[src/rtl/fifo_stream_reader_pkg.sv]
// Shared helpers for the FIFO stream reader: width rule for occupancy counters.
package fifo_stream_reader_pkg;

    function automatic int count_width(input int depth);
        return $clog2(depth + 1);
    endfunction

endpackage

[src/rtl/fifo_stream_reader_if.sv]
// FIFO read port plus valid/ready stream; master is the reader, slave is FIFO + consumer.
interface fifo_stream_reader_if #(
    parameter int DATA_WIDTH = 8
);
    logic                  fifo_empty;
    logic                  fifo_read_en;
    logic [DATA_WIDTH-1:0] fifo_read_data;
    logic                  m_valid;
    logic                  m_ready;
    logic [DATA_WIDTH-1:0] m_data;

    modport master (
        input  fifo_empty,
        input  fifo_read_data,
        input  m_ready,
        output fifo_read_en,
        output m_valid,
        output m_data
    );

    modport slave (
        output fifo_empty,
        output fifo_read_data,
        output m_ready,
        input  fifo_read_en,
        input  m_valid,
        input  m_data
    );
endinterface

[src/rtl/fifo_stream_reader_stream_skid_buf.sv]
// Show-ahead buffer: head entry is presented combinationally; pointers carry a wrap bit.
module stream_skid_buf
    import fifo_stream_reader_pkg::*;
#(
    parameter int  DATA_WIDTH = 8,
    parameter int  DEPTH      = 2,
    localparam int IW         = (DEPTH > 1) ? $clog2(DEPTH) : 1,
    localparam int CW         = count_width(DEPTH)
) (
    input  logic                  clk,
    input  logic                  rst_n,
    input  logic                  clear,
    input  logic                  wr_en,
    input  logic [DATA_WIDTH-1:0] wr_data,
    input  logic                  rd_en,
    output logic [DATA_WIDTH-1:0] rd_data,
    output logic                  valid,
    output logic [CW-1:0]         count
);
    logic [DATA_WIDTH-1:0] mem [DEPTH];
    logic [IW-1:0]         wr_idx, rd_idx;
    logic                  wr_wrap, rd_wrap;
    logic                  full, empty;

    function automatic logic [IW-1:0] next_idx(input logic [IW-1:0] idx);
        return (idx == IW'(DEPTH - 1)) ? '0 : idx + 1'b1;
    endfunction

    assign full    = (wr_idx == rd_idx) && (wr_wrap != rd_wrap);
    assign empty   = (wr_idx == rd_idx) && (wr_wrap == rd_wrap);
    assign valid   = !empty;
    assign rd_data = mem[rd_idx];

    always_comb begin
        if (wr_wrap == rd_wrap)
            count = CW'(wr_idx) - CW'(rd_idx);
        else
            count = CW'(DEPTH) - CW'(rd_idx) + CW'(wr_idx);
    end

    always_ff @(posedge clk) begin
        if (!rst_n) begin
            wr_idx  <= '0;
            rd_idx  <= '0;
            wr_wrap <= 1'b0;
            rd_wrap <= 1'b0;
            for (int i = 0; i < DEPTH; i++)
                mem[i] <= '0;
        end else if (clear) begin
            wr_idx  <= '0;
            rd_idx  <= '0;
            wr_wrap <= 1'b0;
            rd_wrap <= 1'b0;
        end else begin
            if (wr_en) begin
                mem[wr_idx] <= wr_data;
                wr_idx      <= next_idx(wr_idx);
                if (wr_idx == IW'(DEPTH - 1))
                    wr_wrap <= !wr_wrap;
            end
            if (rd_en) begin
                rd_idx <= next_idx(rd_idx);
                if (rd_idx == IW'(DEPTH - 1))
                    rd_wrap <= !rd_wrap;
            end
        end
    end

    // The upstream credit rule guarantees no write lands on a full buffer unless a read frees it.
    assert property (@(posedge clk) disable iff (!rst_n) !(wr_en && full && !rd_en && !clear));

endmodule

[src/rtl/fifo_stream_reader.sv]
// Read-side master for util FIFOs: credit-limited pops into a show-ahead buffer, valid/ready out.
module fifo_stream_reader
    import fifo_stream_reader_pkg::*;
#(
    parameter int  DATA_WIDTH = 8,
    parameter int  BUF_DEPTH  = 2,
    localparam int CW         = count_width(BUF_DEPTH),
    localparam int SW         = CW + 1
) (
    input  logic                    clk,
    input  logic                    rst_n,
    input  logic                    flush,
    output logic [CW-1:0]           buf_count,
    fifo_stream_reader_if.master    bus
);
    generate
        if (BUF_DEPTH < 2) begin : g_depth_check
            $error("fifo_stream_reader: BUF_DEPTH must be at least 2");
        end
    endgenerate

    logic          inflight;
    logic          discard;
    logic          pop;
    logic          wr_en;
    logic          buf_valid;
    logic [SW-1:0] credit;

    assign pop    = buf_valid & bus.m_ready;
    // One bit wider than buf_count so count + inflight never wraps before the compare.
    assign credit = {1'b0, buf_count} + SW'(inflight) - SW'(pop);

    assign bus.fifo_read_en = rst_n & ~bus.fifo_empty & ~flush & (credit < SW'(BUF_DEPTH));
    assign wr_en            = inflight & ~discard & ~flush;
    assign bus.m_valid      = buf_valid;

    always_ff @(posedge clk) begin
        if (!rst_n) begin
            inflight <= 1'b0;
            discard  <= 1'b0;
        end else begin
            inflight <= bus.fifo_read_en;
            discard  <= flush & inflight;
        end
    end

    stream_skid_buf #(
        .DATA_WIDTH (DATA_WIDTH),
        .DEPTH      (BUF_DEPTH)
    ) u_buf (
        .clk     (clk),
        .rst_n   (rst_n),
        .clear   (flush),
        .wr_en   (wr_en),
        .wr_data (bus.fifo_read_data),
        .rd_en   (pop),
        .rd_data (bus.m_data),
        .valid   (buf_valid),
        .count   (buf_count)
    );

endmodule
[src/flat_wrapper.sv]
// flat-port wrapper written by rule: the top's interface ports become plain ports
module fifo_stream_reader_flat import fifo_stream_reader_pkg::*;
#(
    parameter int  DATA_WIDTH = 8,
    parameter int  BUF_DEPTH  = 2,
    localparam int CW         = count_width(BUF_DEPTH),
    localparam int SW         = CW + 1
)
  (clk, rst_n, flush, buf_count, bus_fifo_empty, bus_fifo_read_data, bus_m_ready, bus_fifo_read_en, bus_m_valid, bus_m_data);
  fifo_stream_reader_if #(.DATA_WIDTH(DATA_WIDTH)) bus_i ();
  input  logic clk;
  input  logic rst_n;
  input  logic flush;
  output logic [CW-1:0] buf_count;
  input wire logic [$bits(bus_i.fifo_empty)-1:0] bus_fifo_empty;
  input wire logic [$bits(bus_i.fifo_read_data)-1:0] bus_fifo_read_data;
  input wire logic [$bits(bus_i.m_ready)-1:0] bus_m_ready;
  output wire logic [$bits(bus_i.fifo_read_en)-1:0] bus_fifo_read_en;
  output wire logic [$bits(bus_i.m_valid)-1:0] bus_m_valid;
  output wire logic [$bits(bus_i.m_data)-1:0] bus_m_data;
  assign bus_i.fifo_empty = bus_fifo_empty;
  assign bus_i.fifo_read_data = bus_fifo_read_data;
  assign bus_i.m_ready = bus_m_ready;
  assign bus_fifo_read_en = bus_i.fifo_read_en;
  assign bus_m_valid = bus_i.m_valid;
  assign bus_m_data = bus_i.m_data;
  fifo_stream_reader #(.DATA_WIDTH(DATA_WIDTH), .BUF_DEPTH(BUF_DEPTH)) u_core (.clk(clk), .rst_n(rst_n), .flush(flush), .buf_count(buf_count), .bus(bus_i));
endmodule
[config.mk]
export PLATFORM = sky130hd
export DESIGN_NAME = fifo_stream_reader_flat
export DESIGN_NICKNAME = d
export VERILOG_FILES = /design/src/rtl/fifo_stream_reader_pkg.sv /design/src/rtl/fifo_stream_reader_if.sv /design/src/rtl/fifo_stream_reader_stream_skid_buf.sv /design/src/rtl/fifo_stream_reader.sv /design/src/flat_wrapper.sv
export SDC_FILE = /design/constraint.sdc
export NUM_CORES = 1
export LEC_CHECK = 0
export ABC_AREA = 1
export CORE_MARGIN = 5
export CORE_UTILIZATION = 44
export CTS_CLUSTER_DIAMETER = 40
export CTS_CLUSTER_SIZE = 16
export DETAILED_ROUTE_END_ITERATION = 12
export PLACE_DENSITY_LB_ADDON = 0.2
export SLEW_MARGIN = 40
export SYNTH_ARGS = -nofsm -noshare
export SYNTH_HDL_FRONTEND = slang
export SYNTH_SLANG_ARGS = --single-unit
[constraint.sdc]
create_clock -name clk -period 2.98 [get_ports clk]
set_input_delay 0.596 -clock clk [delete_from_list [all_inputs] [get_ports clk]]
set_output_delay 0.596 -clock clk [all_outputs]
set_load 0.01 [all_outputs]
# After elaboration in Yosys (flattened, before gate mapping)
# Memories as Yosys holds them, arrays and structs flattened. A register that Yosys moved wholly into a read port is not among the register bits.
# Index checks and enable logic that the tools add are counted.
word_totals:
  memories: 1
  reg_bits: 6
  input_bits: 13
  out_inout_bits: 12
  ramBits: 16
  wordCells: 49
memory_table:
  columns: ["name", "words", "width", "read_ports", "rd_ports_with_merged_regs", "wr", "line_no", "text"]
  rows:
  - ["u_core.u_buf.mem", 2, 8, 1, 1, 2, "fifo_stream_reader_stream_skid_buf.sv:20", "logic [DATA_WIDTH-1:0] mem [DEPTH];"]
op_classes:
  n_addsub: 7
  n_reduce_logical: 8
  eq_ne: 2
  n_bitwise: 11
  magnitude_cmp: 1
  n_mux: 13
op_table:
  columns: ["cell", "n"]
  rows:
  - ["two-way mux 1 bit", 11]
  - ["two-way mux 8 bit", 1]
  - ["OR reduction 8 bit", 1]
  - ["AND 1 bit", 7]
  - ["inverter 1 bit", 4]
  - ["AND reduction 2 bit", 2]
  - ["adder 2 x 1 -> 3 bit", 1]
  - ["logical NOT 1 bit", 3]
  - ["< comparator 3 x 2 -> 1 bit, second input constant", 1]
  - ["subtractor 3 x 1 -> 3 bit", 1]
  - ["adder 1 bit, second input constant", 2]
  - ["adder 2 x 1 -> 2 bit", 1]
  - ["equality test 1 bit", 2]
  - ["two-way mux 2 bit", 1]
  - ["OR reduction 2 bit", 1]
  - ["subtractor 1 x 1 -> 2 bit", 1]
  - ["subtractor 2 x 1 -> 2 bit, first input constant", 1]
  - ["logical AND 1 bit", 1]

# Depth between registers and ports, before layout
# Gate-level depths: netlist (run 1).
depth:
  depth_word: 9
  mapped_depth: 11
  depth_no_buf: 11

# Cells and area by module
# Synthesis (run 1) repeated with hierarchy kept, for this count alone.
hier_totals:
  hier_cells: 137
  area_unflattened_um2: 1153.6
by_module_without_submodules:
  columns: ["module", "instances", "cells_per_inst", "seq_area_each_um2", "area_each_um2"]
  rows:
  - ["stream_skid_buf", 1, 114, 580.6, 1008.5]
  - ["fifo_stream_reader", 1, 23, 40.0, 145.1]

# Least setup slack after synthesis (run 1)
# Ideal clock, no wire load.
synth_timing:
  path_type: "reg-to-output"
  startpoint: "register u_core.u_buf.wr_idx"
  endpoint: "output port bus_fifo_read_en"
  required_ns: 2.384
  stages_incl_launch_ff: 12
  setup_slack_ns: -0.003
  n_path_buf: 0
  arrival_time_ns: 2.387
  path_cell_list: "dfxtp_1 > inv_1 > ha_1 > nand3_4 > nand2_1 > inv_1 > ha_1 > or2_2 > fa_1 > nor3b_1 > nand2_1 > nor2_1"
synth_via:
  elab_chain_len: 7
  elab_cells_between_ends: 11
  cone_classes: "add/sub (4); order compare (1); eq/ne (1); mux (1); bitwise (2); reduce/logical (2)"
synth_lines:
  columns: ["item", "line_no", "text"]
  rows:
  - ["from (decl)", "fifo_stream_reader_stream_skid_buf.sv:21", "logic [IW-1:0] wr_idx, rd_idx;"]
  - ["from (signal assigned)", "fifo_stream_reader_stream_skid_buf.sv:57", "wr_idx <= next_idx(wr_idx);"]
  - ["equality test 1 bit", null, null]
  - ["logical AND 1 bit", "fifo_stream_reader_stream_skid_buf.sv:30", "assign empty = (wr_idx == rd_idx) && (wr_wrap == rd_wrap);"]
  - ["logical NOT 1 bit", "fifo_stream_reader_stream_skid_buf.sv:31", "assign valid = !empty;"]
  - ["via bus_m_valid", "flat_wrapper.sv:19", "output wire logic [$bits(bus_i.m_valid)-1:0] bus_m_valid;"]
  - ["AND 1 bit", "fifo_stream_reader.sv:29", "assign pop = buf_valid & bus.m_ready;"]
  - ["via u_core.pop", "fifo_stream_reader.sv:24", "logic pop;"]
  - ["subtractor 3 x 1 -> 3 bit", "fifo_stream_reader.sv:31", "assign credit = {1'b0, buf_count} + SW'(inflight) - SW'(pop);"]
  - ["< comparator 3 x 2 -> 1 bit", "fifo_stream_reader.sv:33", "assign bus.fifo_read_en = rst_n & ~bus.fifo_empty & ~flush & (credit < SW'(BUF_DEPTH));"]
  - ["AND 1 bit", "fifo_stream_reader.sv:33", null]
  - ["to (decl)", "flat_wrapper.sv:18", "output wire logic [$bits(bus_i.fifo_read_en)-1:0] bus_fifo_read_en;"]
# The timed path passes the listed nets, and every way through them passes these cells.

# Final worst setup path (run 1)
layout_timing:
  startpoint: "register u_core.u_buf.wr_idx"
  endpoint: "output port bus_fifo_read_en"
layout_via:
  elab_chain_len: 7
  elab_cells_between_ends: 11
  cone_classes: "add/sub (4); order compare (1); eq/ne (1); mux (1); bitwise (2); reduce/logical (2)"
layout_lines:
  columns: ["item", "line_no"]
  rows:
  - ["equality test 1 bit", null]
  - ["logical AND 1 bit", "fifo_stream_reader_stream_skid_buf.sv:30"]
  - ["logical NOT 1 bit", "fifo_stream_reader_stream_skid_buf.sv:31"]
  - ["AND 1 bit", "fifo_stream_reader.sv:29"]
  - ["via u_core.pop", "fifo_stream_reader.sv:24"]
  - ["subtractor 3 x 1 -> 3 bit", "fifo_stream_reader.sv:31"]
  - ["< comparator 3 x 2 -> 1 bit", "fifo_stream_reader.sv:33"]
  - ["AND 1 bit", "fifo_stream_reader.sv:33"]
# The timed path passes the listed nets, and every way through them passes these cells.

==> results.ini, run 1 <==
[status]
status=complete, but fails checks
violations=negative setup slack

[synthesis]
ys_seq_elements=23
synth_top_cell_area_share=0.4116
ys_async_sr_fraction=0
synth_enable_flop_cells=16
yosys_warnings=0
syn_avg_cell_area_um2=10.15
syn-num-nets=133
synth.distinct_cells=23
ys_top_cells_by_area=edfxtp_1 41%, dfxtp_1 12%, nor2_1 8.4%
ys_seq_area_frac=0.5316
yosys.area.top_type=edfxtp_1
ys.flop_type=edfxtp_1
synthTopCellsByCount=26 x nor2_1, 18 x inv_1, 16 x edfxtp_1, 10 x nand2_1, 8 x mux2_2
synthCells=115
synth.most_common_cell=nor2_1
netlist_area_mm2=0.001167

[power]
max-vdd-ir-drop_uv=414.5
p_leak_nw=0.7728
powerDensity_mw_per_mm2=331.8

[floorplan]
row_count=18
core_area_mm2=0.002500
die-area_mm2=0.003783
start_util=0.4670
die_x_um=61.51
die_h_um=61.51
io_pins=25

[worst_setup_path]
ff2ff_setup_slack_ns=0.04
cp.required_ns=2.38
r2r_start=u_core.u_buf.wr_idx$_SDFFE_PP0P_
end_kind=output pin
worstPathMaxFanout=2
crit_chain=inv_2 -> ha_4 -> nand3_4 -> nand2_2 -> inv_2 -> ha_4 -> or2_4 -> fa_1 -> nor3b_2 -> nand2_1 -> nor2_2 -> buf_2
r2r-end=u_core.u_buf.rd_wrap$_SDFFE_PP0P_
slowest_delay_ns=0.47
critPathSlowestCell=fa_1
worstSetupPathType=register to output pin
cp.arrival_ns=2.56
startpoint_type=register
ff2ff_path_depth=22

[finish]
fin_util=0.6957
diodes=0
area_growth_syn_to_layout_pct=48.98
drive_above_1_share=0.3846
nets=188
final_area_mm2=0.001739

[sta]
worstMarginPinSlew_ns=0.3754
hold_violations=0
holdWs_ns=0.4531
slew-limit-headroom=0.7491
slew_violations=0
rsz0062_at_grt=yes
period_share=1.058
finalClockSkew_ns=0.005433
fmax_mhz=317.2
setup_ws_ns=-0.1723
fin_crit_ns=3.152
finalSetupViolCount=1

[drt]
drc=0
viasPerCell=4.799
vias=955
dr.pass1.iters=4
drtIter0Drc=14
antenna_left=0
wirelength_um=2628
post_drt_wl_per_cell_um=13.21

[placement]
dpl_cell_area_mm2=0.001536
port_buffers=24
dpl.hpwl_um=1663
gp_congestion=0.8262
place_ws_ns=-0.7057

[global_routing]
overflow=0
track_usage=0.1581
antenna_found_initial=0
grt_pass1_wl_um=4236
grt_start_max_net_pins=14
first_global_vias=995

[flow_run]
drv_cap=0

[clock_tree]
cts_made_buffers=3
clk_pin_slew_worst_paths_ns=0.13
clockBufferDepth=2
clockRootBuffer=clkbuf_4
clkSinkCount=23
worstSkewPairLatency_ns=0.30
cts_tree=done
ctsHtreeMaxLevel=1

[hold_path]
hold_end=u_core.discard$_SDFF_PN0_
hold_depth=2
hold_class=register to register
min_from=u_core.inflight$_SDFF_PN0_

layout make-up:
type / instances / area (um^2)
clock buffer: 3 / 22.52
clock inverter: 1 / 5.005
fill: 185 / 760.7
inverter: 20 / 75.07
multi-input combinational: 70 / 513.0
sequential: 23 / 623.1
tap: 30 / 37.54
timing repair buffer: 52 / 462.9
how the worst max path moves through the flow:
stage,from,end,slack (ns),cells after the start
after global routing,u_core.u_buf.wr_idx$_SDFFE_PP0P_,bus_fifo_read_en,-0.29,12
after floorplan,u_core.u_buf.wr_idx$_SDFFE_PP0P_,bus_fifo_read_en,0.03,11
after detailed placement,bus_m_ready,bus_fifo_read_en,-0.71,10
after CTS,u_core.u_buf.wr_idx$_SDFFE_PP0P_,bus_fifo_read_en,-0.19,12
final,u_core.u_buf.wr_idx$_SDFFE_PP0P_,bus_fifo_read_en,-0.17,12
after global placement,bus_m_ready,bus_fifo_read_en,-0.68,10
state kept, by name, summed over array words and instances, names as in the netlist, named ones only:
register,cells
u_core.inflight,1
u_core.u_buf.rd_wrap,1
u_core.u_buf.wr_wrap,1
u_core.u_buf.mem,16
u_core.discard,1
u_core.u_buf.rd_idx,1
u_core.u_buf.wr_idx,1
metrics by stage:
| stage | power [mW] | cells | TNS, ns |
|---|---|---|---|
| finish | 0.5770 | 199 | -0.1723 |
| global route | 0.6003 | 199 | -0.3408 |
| CTS | 0.5772 | 200 | -0.4399 |
| detailed placement | 0.4310 | 181 | -0.7057 |
| global placement | 0.4296 | 181 | -0.6792 |
| floorplan | 0.3915 | 115 | 0 |
cells by family (layout without fill, tap and decap cells):
logic type      count (synthesis)  in the layout  synth area share
simple gates                   54             54            0.2369
flops                          23             23            0.5316
buf+inv                        22             76           0.07824
mux                             8              8           0.07717
fa+ha+maj                       5              5           0.06002
compound gates                  2              2          0.008566
xor+xnor                        1              1          0.007504
metal layers:
layer  up-vias  wire length [um]  GRT usage
met5         -                 0          0
met4         0               108    0.08485
met3        10                86    0.02935
met2        25              1314     0.2750
met1       448              1118     0.1822
li1        472                 -          -
timing repair:
item / in CTS / in global routing
hold buffers: 0 / 0
setup buffers: 15 / 2
cloned: 0 / 0
gates resized for setup: 11 / 10
pin swaps: 2 / 6
setup endpoints to repair: 1 / 3
power breakdown:
part,switching [mW],internal [mW]
Sequential,0.00291,0.351
Clock,0.0940,0.0500
Combinational,0.0343,0.0453
Total,0.131,0.446
worst max-delay path: cells and delay by family (launching register included):
family,cells,cell delay [ns]
adders and majority gates,3,0.95
and+or+nand+nor,6,0.74
DFF,1,0.34
buffers and inverters,3,0.22
cell usage in the layout (no fill, tap or decap), drive strengths merged:
master         instances
buf                   29
nor2                  28
clkdlybuf4s50         22
inv                   20
edfxtp                16
nand2                 16
mux2                   8
dfxtp                  7
nand3                  6
ha                     4
clkbuf                 3
nand3b                 1
nand4                  1
or2                    1
nor3b                  1
o21ai                  1
a21oi                  1
xnor2                  1
fa                     1
clkinv                 1
dlygate4sd2            1
Power figures use the tool's default switching activity.
==> run 2, diff against run 1 <==
CORE_MARGIN = 4   (was 5)
SLEW_MARGIN = unset   (was 40)
==> run 2 against run 1 <==
  * The run still ends with negative setup slack left
  * Die area is 6.4% lower
  * Largest cell class unchanged
  * Setup slack better by 0.030 ns
  * Clock power hardly changed
  * Fmax is 0.96% higher
  * Utilization is 4.6 points lower
==> results.ini, run 2 (same netlist as run 1, synthesis figures left out) <==
[global_routing]
grt_pass1_wl_um=4050
grt_start_max_net_pins=14
overflow=0
first_global_vias=946
track_usage=0.1553
antenna_found_initial=0

[sta]
rsz0062_at_grt=yes
holdWs_ns=0.4480
fmax_mhz=320.3
finalSetupViolCount=1
slew-limit-headroom=0.7484
period_share=1.048
fin_crit_ns=3.122
slew_violations=0
setup_ws_ns=-0.1423
worstMarginPinSlew_ns=0.3764
finalClockSkew_ns=0.006339
hold_violations=0

[worst_setup_path]
startpoint_type=register
worstPathMaxFanout=2
end_kind=output pin
crit_buf_inv=3
worstSetupPathDepth=12
cp.required_ns=2.38
critPathSlowestCell=fa_1
ff2ff_setup_slack_ns=0.58
crit_family=adder cells
r2r_start=u_core.u_buf.wr_idx$_SDFFE_PP0P_
worstSetupPathType=register to output pin
r2r-end=u_core.inflight$_SDFF_PN0_
ff2ff_path_depth=13
crit_chain=inv_2 -> ha_4 -> nand3_4 -> nand2_2 -> inv_2 -> ha_4 -> or2_4 -> fa_1 -> nor3b_2 -> nand2_1 -> nor2_2 -> buf_2
cp.arrival_ns=2.53
slowest_delay_ns=0.48

[floorplan]
die_x_um=59.51
core_area_mm2=0.002500
die-area_mm2=0.003541
start_util=0.4670
die_h_um=59.51
io_pins=25
row_count=18

[placement]
port_buffers=24
dpl_cell_area_mm2=0.001536
dpl.hpwl_um=1770
gp_congestion=0.7986

[clock_tree]
ctsHtreeMaxLevel=1
cts.hold.buffers_added=0
clk_pin_slew_worst_paths_ns=0.13
clockBufferDepth=2
cts_made_buffers=3
clkSinkCount=23
worstSkewPairLatency_ns=0.31
clockRootBuffer=clkbuf_4
cts_tree=done

[finish]
n_fill_cell=213
largest_register_ffs=16
drive_above_1_share=0.3270
final_common_cell=nor2_1
final_area_mm2=0.001624
top_register=u_core.u_buf.mem
area_growth_syn_to_layout_pct=39.12
mostFrequentLayoutCells=25 x nor2_1, 22 x clkdlybuf4s50_1, 18 x buf_4, 16 x inv_1, 16 x edfxtp_1
fin_util=0.6497
diodes=0
nets=178

[status]
violations=negative setup slack
status=complete, but fails checks

[drt]
dr.pass1.iters=4
wirelength_um=2360
drc=0
drtIter0Drc=22
viasPerCell=4.762
post_drt_wl_per_cell_um=12.49
antenna_left=0
vias=900

[power]
max-vdd-ir-drop_uv=292.9
powerDensity_mw_per_mm2=353.6
p_leak_nw=0.7176

[hold_path]
hold_class=register to register
min_from=u_core.inflight$_SDFF_PN0_
hold_depth=2
hold_end=u_core.discard$_SDFF_PN0_

[flow_run]
drv_cap=0

run 2: cell types whose count changed in the layout (fill, tap and decap cells not counted), sizes merged:
cell,previous run,this run
buf,29,19
run 2: worst reg2reg max path, stage by stage (launching register included):
cell and delay, ns:
dfxtp_2 0.34, inv_2 0.05, ha_4 0.27, nand3_4 0.06, nand2_2 0.07, inv_2 0.05, ha_4 0.20, or2_4 0.24
fa_1 0.48, nor3b_2 0.15, nand2_1 0.10, buf_4 0.14, buf_4 0.12, nor2_1 0.07
run 2: stage by stage:
step	power, mW	TNS (ns)	setup slack, ns	cells
2_1_floorplan	0.3915	0	0.02791	115
3_3_place_gp	0.4296	-0.6749	-0.6749	181
3_5_place_dp	0.4319	-0.7522	-0.7522	181
4_1_cts	0.5807	-0.1970	-0.1970	187
5_1_grt	0.6016	-0.2991	-0.2991	189
6_report	0.5743	-0.1423	-0.1423	189
run 2: area by class of cell:
cell class / instances / area, um^2 / share of cell area
clock inverter: 1 / 5.005 / 0.003082
tap: 30 / 37.54 / 0.02311
inverter: 20 / 75.07 / 0.04622
multi-input combinational: 70 / 493.0 / 0.3035
clock buffer: 3 / 22.52 / 0.01387
sequential: 23 / 621.8 / 0.3829
timing repair buffer: 42 / 369.1 / 0.2273
run 2: how the worst max path moves through the flow:
stage / slack (ns) / from / to
after floorplan: 0.03 / u_core.u_buf.wr_idx$_SDFFE_PP0P_ / bus_fifo_read_en
after global placement: -0.67 / bus_m_ready / bus_fifo_read_en
after detailed placement: -0.75 / bus_m_ready / bus_fifo_read_en
after CTS: -0.20 / u_core.u_buf.wr_idx$_SDFFE_PP0P_ / bus_fifo_read_en
after global routing: -0.30 / u_core.u_buf.wr_idx$_SDFFE_PP0P_ / bus_fifo_read_en
final: -0.14 / u_core.u_buf.wr_idx$_SDFFE_PP0P_ / bus_fifo_read_en
run 2: power breakdown:
part | leakage [nW] | switching, mW | internal (mW)
Sequential | 0.223 | 0.00292 | 0.351
Clock | 0.0177 | 0.0968 | 0.0501
Combinational | 0.477 | 0.0323 | 0.0417
run 2: routing by layer:
layer	up-vias	share of wire	track usage
li1	455	-	-
met2	17	0.52	0.2949
met5	-	0	0
met3	6	0.034	0.01961
met4	0	0.020	0.06013
met1	422	0.43	0.1728
run 2: what timing repair did:
action | in CTS | in global routing
endpoints found under the hold margin | 0 | 0
buffers inserted | 2 | 2
resized for setup | 13 | 0
pin swaps | 7 | 6
endpoints found under the setup margin | 1 | 1
==> run 3, diff against run 2 <==
CORE_MARGIN = unset   (was 4)
CORE_UTILIZATION = 55   (was 44)
DONT_BUFFER_PORTS = 1   (was unset)
GPL_TIMING_DRIVEN = 0   (was unset)
==> run 3 against run 2 <==
  * Design area fell by 19%
  * Cell count fell by 20%
  * Routed wire length fell by 14%
  * Die area fell by 35%
  * Combinational power fell by 41%
  * Flip-flop and latch count did not move
  * Clock power fell by 3%
  * The run still ends with negative setup slack left
  * First-iteration DRC count fell by 50%
  * Utilization rose by 1.6 points
==> results.ini, run 3 (same netlist as run 1, synthesis figures left out) <==
[finish]
final_common_cell=nor2_1
top_register=u_core.u_buf.mem
mostFrequentLayoutCells=25 x nor2_1, 16 x inv_1, 16 x edfxtp_1, 9 x nand2_1, 8 x mux2_2
area_growth_syn_to_layout_pct=13.08
diodes=0
final_area_mm2=0.001320
largest_register_ffs=16
drive_above_1_share=0.3440
nets=144

[drt]
post_drt_wl_per_cell_um=13.38
dr.pass1.iters=4
antenna_left=0
drtIter0Drc=11
viasPerCell=4.980
wirelength_um=2033
drc=0
vias=757

[status]
violations=negative setup slack
status=complete, but fails checks

[worst_setup_path]
crit_family=adder cells
crit_start=u_core.u_buf.wr_idx$_SDFFE_PP0P_
crit_buf_inv=2
startpoint_type=register
ff2ff_path_depth=13
r2r_start=u_core.u_buf.wr_idx$_SDFFE_PP0P_
worstSetupPathType=register to output pin
cp.arrival_ns=2.51
cp.required_ns=2.38
ff2ff_setup_slack_ns=0.54
crit_chain=inv_4 -> ha_4 -> nand3_4 -> nand2_2 -> inv_2 -> ha_4 -> or2_4 -> fa_1 -> nor3b_2 -> nand2_1 -> nor2_2
end_kind=output pin
worstPathMaxFanout=4
slowest_delay_ns=0.47
r2r-end=u_core.inflight$_SDFF_PN0_
crit_top_cell=ha_4
crit_end=bus_fifo_read_en
worstSetupPathDepth=11
critPathSlowestCell=fa_1

[power]
power_mw=0.5397
max-vdd-ir-drop_uv=286.0
powerDensity_mw_per_mm2=408.9
p_leak_nw=0.5779

[sta]
slew-limit-headroom=0.7682
totalNegativeSetupSlack_ns=-0.1248
finalSetupViolCount=1
worstMarginPinSlew_ns=0.3469
rsz0062_at_grt=yes
holdWs_ns=0.4482
fin_crit_ns=3.105
finalClockSkew_ns=0.01196
setup_ws_ns=-0.1248
period_share=1.042
fmax_mhz=322.1
hold_violations=0
slew_violations=0

[clock_tree]
cts_tree=done
worstSkewPairLatency_ns=0.31
clockRootBuffer=clkbuf_4
cts_made_buffers=3
clockBufferDepth=2
clk_pin_slew_worst_paths_ns=0.12
ctsHtreeMaxLevel=1
cts.hold.buffers_added=0
clkSinkCount=23

[global_routing]
track_usage=0.2027
overflow=0
antenna_found_initial=0
grt_pass1_wl_um=3160
grt_start_max_net_pins=14
first_global_vias=682

[hold_path]
hold_class=register to register

[floorplan]
die-area_mm2=0.002311
die_x_um=48.07
die_h_um=48.07
row_count=16
core_area_mm2=0.001982
io_pins=25
start_util=0.5890

[placement]
gp_congestion=0.7796
place_ws_ns=-0.1431
dpl.hpwl_um=1379
port_buffers=0
dpl_cell_area_mm2=0.001204

[flow_run]
drv_cap=0

run 3: metrics by stage:
step	util	cells
final	0.6660	152
after global placement	0.6073	142
after floorplan	-	115
after detailed placement	0.6073	142
after CTS	0.6616	151
after global routing	0.6660	152
run 3: how the worst min path moves through the flow:
| stage | startpoint | cells past startpoint | end | slack, ns |
|---|---|---|---|---|
| 6_report | u_core.inflight$_SDFF_PN0_ | 2 | u_core.discard$_SDFF_PN0_ | 0.45 |
| 5_1_grt | bus_m_ready | 2 | u_core.u_buf.rd_idx$_SDFFE_PP0P_ | 0.45 |
| 4_1_cts | flush | 3 | u_core.u_buf.wr_idx$_SDFFE_PP0P_ | 0.44 |
| 3_5_place_dp | u_core.inflight$_SDFF_PN0_ | 2 | u_core.discard$_SDFF_PN0_ | 0.44 |
| 3_3_place_gp | u_core.inflight$_SDFF_PN0_ | 2 | u_core.discard$_SDFF_PN0_ | 0.43 |
| 2_1_floorplan | u_core.inflight$_SDFF_PN0_ | 2 | u_core.discard$_SDFF_PN0_ | 0.42 |
run 3: layer usage:
layer	up-vias	routed length (um)	part of all wire	track usage
li1	385	-	-	-
met1	358	898	0.44	0.2790
met2	14	1086	0.53	0.3405
met3	0	48	0.024	0.03396
met4	0	0	0	0.03333
met5	-	0	0	0
run 3: layout make-up:
class,count,area (um^2)
timing repair buffer,6,45.04
inverter,20,77.57
multi-input combinational,70,493.0
buffer,2,16.27
tap,27,33.78
clock inverter,1,5.005
sequential,23,626.9
clock buffer,3,22.52
fill,166,661.9
run 3: what timing repair did:
action,4_1_cts,5_1_grt
endpoints found under the hold margin,0,0
setup endpoints to repair,1,1
resized for setup,11,1
pin swaps,7,4
setup buffers,5,1
run 3: report_power, final:
| group | total, mW | switching (mW) | internal, mW |
|---|---|---|---|
| Combinational | 0.0439 | 0.0273 | 0.0166 |
| Clock | 0.143 | 0.0932 | 0.0500 |
| Sequential | 0.353 | 0.00290 | 0.350 |
run 3: worst register-to-register path, stage by stage, from the launching register on:
cell	delay [ns]
dfxtp_2	0.36
inv_4	0.04
ha_4	0.27
nand3_4	0.09
nand2_2	0.08
inv_2	0.05
ha_4	0.23
or2_4	0.23
fa_1	0.47
nor3b_2	0.15
nand2_1	0.09
buf_4	0.14
buf_4	0.12
nor2_1	0.07
==> edit: new RTL, config.mk and constraints of run 3 <==
Register the output `buf_count`, without a reset; this adds one clock of latency there. The other outputs are not delayed to match.
--- a/src/rtl/fifo_stream_reader.sv
+++ b/src/rtl/fifo_stream_reader.sv
@@ -13,6 +13,8 @@
     output logic [CW-1:0]           buf_count,
     fifo_stream_reader_if.master    bus
 );
+
+    logic [CW-1:0] buf_count_d;
     generate
         if (BUF_DEPTH < 2) begin : g_depth_check
             $error("fifo_stream_reader: BUF_DEPTH must be at least 2");
@@ -28,7 +30,7 @@
 
     assign pop    = buf_valid & bus.m_ready;
     // One bit wider than buf_count so count + inflight never wraps before the compare.
-    assign credit = {1'b0, buf_count} + SW'(inflight) - SW'(pop);
+    assign credit = {1'b0, buf_count_d} + SW'(inflight) - SW'(pop);
 
     assign bus.fifo_read_en = rst_n & ~bus.fifo_empty & ~flush & (credit < SW'(BUF_DEPTH));
     assign wr_en            = inflight & ~discard & ~flush;
@@ -56,7 +58,11 @@
         .rd_en   (pop),
         .rd_data (bus.m_data),
         .valid   (buf_valid),
-        .count   (buf_count)
+        .count   (buf_count_d)
     );
 
+    always_ff @(posedge clk) begin
+        buf_count <= buf_count_d;
+    end
+
 endmodule
Behaviour: not the same (a bounded check fails within 4 cycles, from zero or initial values and one cycle with rst_n low).
==> edit against run 3 <==
Synthesized area down 2.5%; combinational power down 31%; maximum frequency increased by 12%; sequential power grew 7.9%; cell area shrank 7.5%; total power is 4.3% higher; register-to-register slack better by 0.59 ns; worst setup slack improved by 0.33 ns; die area decreased by 2.4%; clock skew is 0.0057 ns lower; routed wire length down 18%; largest cell class unchanged; sequential cell count increased by 2; hold slack lost 0.077 ns.
==> edit: results (changes against run 3) <==
* Fraction of area in clock buffers and inverters at 2.46% (+0.37 points)
* Sequential share of cell area at 54.1% (+6.6 points)
* HP Class: in -> reg
* Synthesized net count at 131 (-1.5%)
* Pre-CTS setup slack at 0.431 ns (+0.574 ns)
* Sequential area share after synthesis at 58.0% (+4.9 points)
* Resized cells post-CTS at 0 (-11)
* First-pass GRT wire length at 2650 µm (-16%)
* Critical path arrival at 2.18 ns (-0.33 ns)
* Overall global routing resource usage at 17.3% (-3.0 points)
* Syn Area/Cell at 9.90 µm² (-2.5%)
* Final layout net count at 136 (-5.6%)
* # clock sinks at 25 (+8.7%)
* Fill cells at 182 (+9.6%)
* CTS Buffer Depth at 2 (unchanged)
* Pin count of the biggest net entering global routing at 16 (+2)
* Skew final at 0.00622 ns (-0.00574 ns)
* P_leak at 0.529 nW (-8.5%)
* Hold_sp: rst_n
* WL final at 1670 µm (-18%)
* F_max at 0.360 GHz (+12%)
* Post-DP HPWL at 1210 µm (-12%)
* Num CTS Buffers at 3 (unchanged)
* Initial DRC Count at 17 (+6)
* Avg WL per Cell at 11.5 µm (-14%)
* Number of post-CTS setup repair buffers at 0 (-5)
* Multi-input logic cell count at 68 (-2.9%)
* Buffering overhead at 0.410% (-4.2 points)
* Top post-synthesis cells by area: edfxtp_1 42%, dfxtp_1 16%, mux2_2 7.9%
* Signal inverters at 21 (+5.0%)
* Final Wtd Congestion at 0.695 (-11%)
* Synth cell types at 18 (-22%)
* R2r worst-path depth at 9 (-4)
* Non-clock buffers at 1 (-7)
* Status: finished clean
* Worst vdd ir at 0.000251 V (-12%)
* Commonest cells in the netlist: 24 x nor2_1, 21 x inv_1, 16 x edfxtp_1, 16 x nand2_1, 9 x dfxtp_1
* Multi-input combinational area share at 33.8% (-3.5 points)
* Vias in the first global route at 665 (-2.5%)
* Crit Path Category: reg -> out
* Final setup violation count at 0 (-1)
[edit: cell count changes in the layout (fill, tap and decap cells not counted), moves of 2 or more]
| cell | run 3 | this run |
|---|---|---|
| inv_2 | 3 | 1 |
| nor2_4 | 2 | 0 |
| dfxtp_1 | 4 | 9 |
| inv_1 | 16 | 20 |
| buf_4 | 6 | 0 |
| dfxtp_2 | 2 | 0 |
| a21oi_1 | 1 | 3 |
| nand2_1 | 9 | 16 |
| nor2_1 | 25 | 23 |
| nand3_2 | 0 | 2 |
| nand2_2 | 6 | 3 |
[edit: worst reg2reg max path: cells and delay by family (launching register included)]
kind            cells  cell delay, ns
fa+ha+maj           2            0.77
buf+inv             1            0.08
simple gates        5            0.49
flops               1            0.36
compound gates      1            0.09
[edit: metrics by stage]
stage | hold WS, ns | instance area [µm²]
2_1_floorplan | 0.430 | 1140
3_3_place_gp | 0.443 | 1170
3_5_place_dp | 0.444 | 1170
4_1_cts | 0.367 | 1200
5_1_grt | 0.375 | 1220
6_report | 0.372 | 1220
[edit: cells by family (layout without fill, tap and decap cells)]
kind of cell / after synthesis / in the layout / synth area share [%]
adders and majority gates: 3 / 3 / 3.96
buffers and inverters: 22 / 26 / 7.36
and+or+nand+nor: 52 / 52 / 20.6
DFF: 25 / 25 / 58.0
muxes: 8 / 8 / 7.91
AOI/OAI and AO/OA: 5 / 5 / 2.20
[edit: metal layers]
metal / vias up / GRT usage [%] / wire (µm)
met1: 329 / 19.5 / 646
met4: 0 / 6.86 / 29
met5: - / 0 / 0
met3: 5 / 3.77 / 86
li1: 373 / - / -
met2: 18 / 31.5 / 910
[edit: where the power goes]
part	internal, W	leakage [nW]	total (W)	switching [W]
registers	0.000377	0.239	0.000381	0.00000308
logic	0.00000994	0.276	0.0000304	0.0000205
clock network	0.0000513	0.0139	0.000152	0.000101
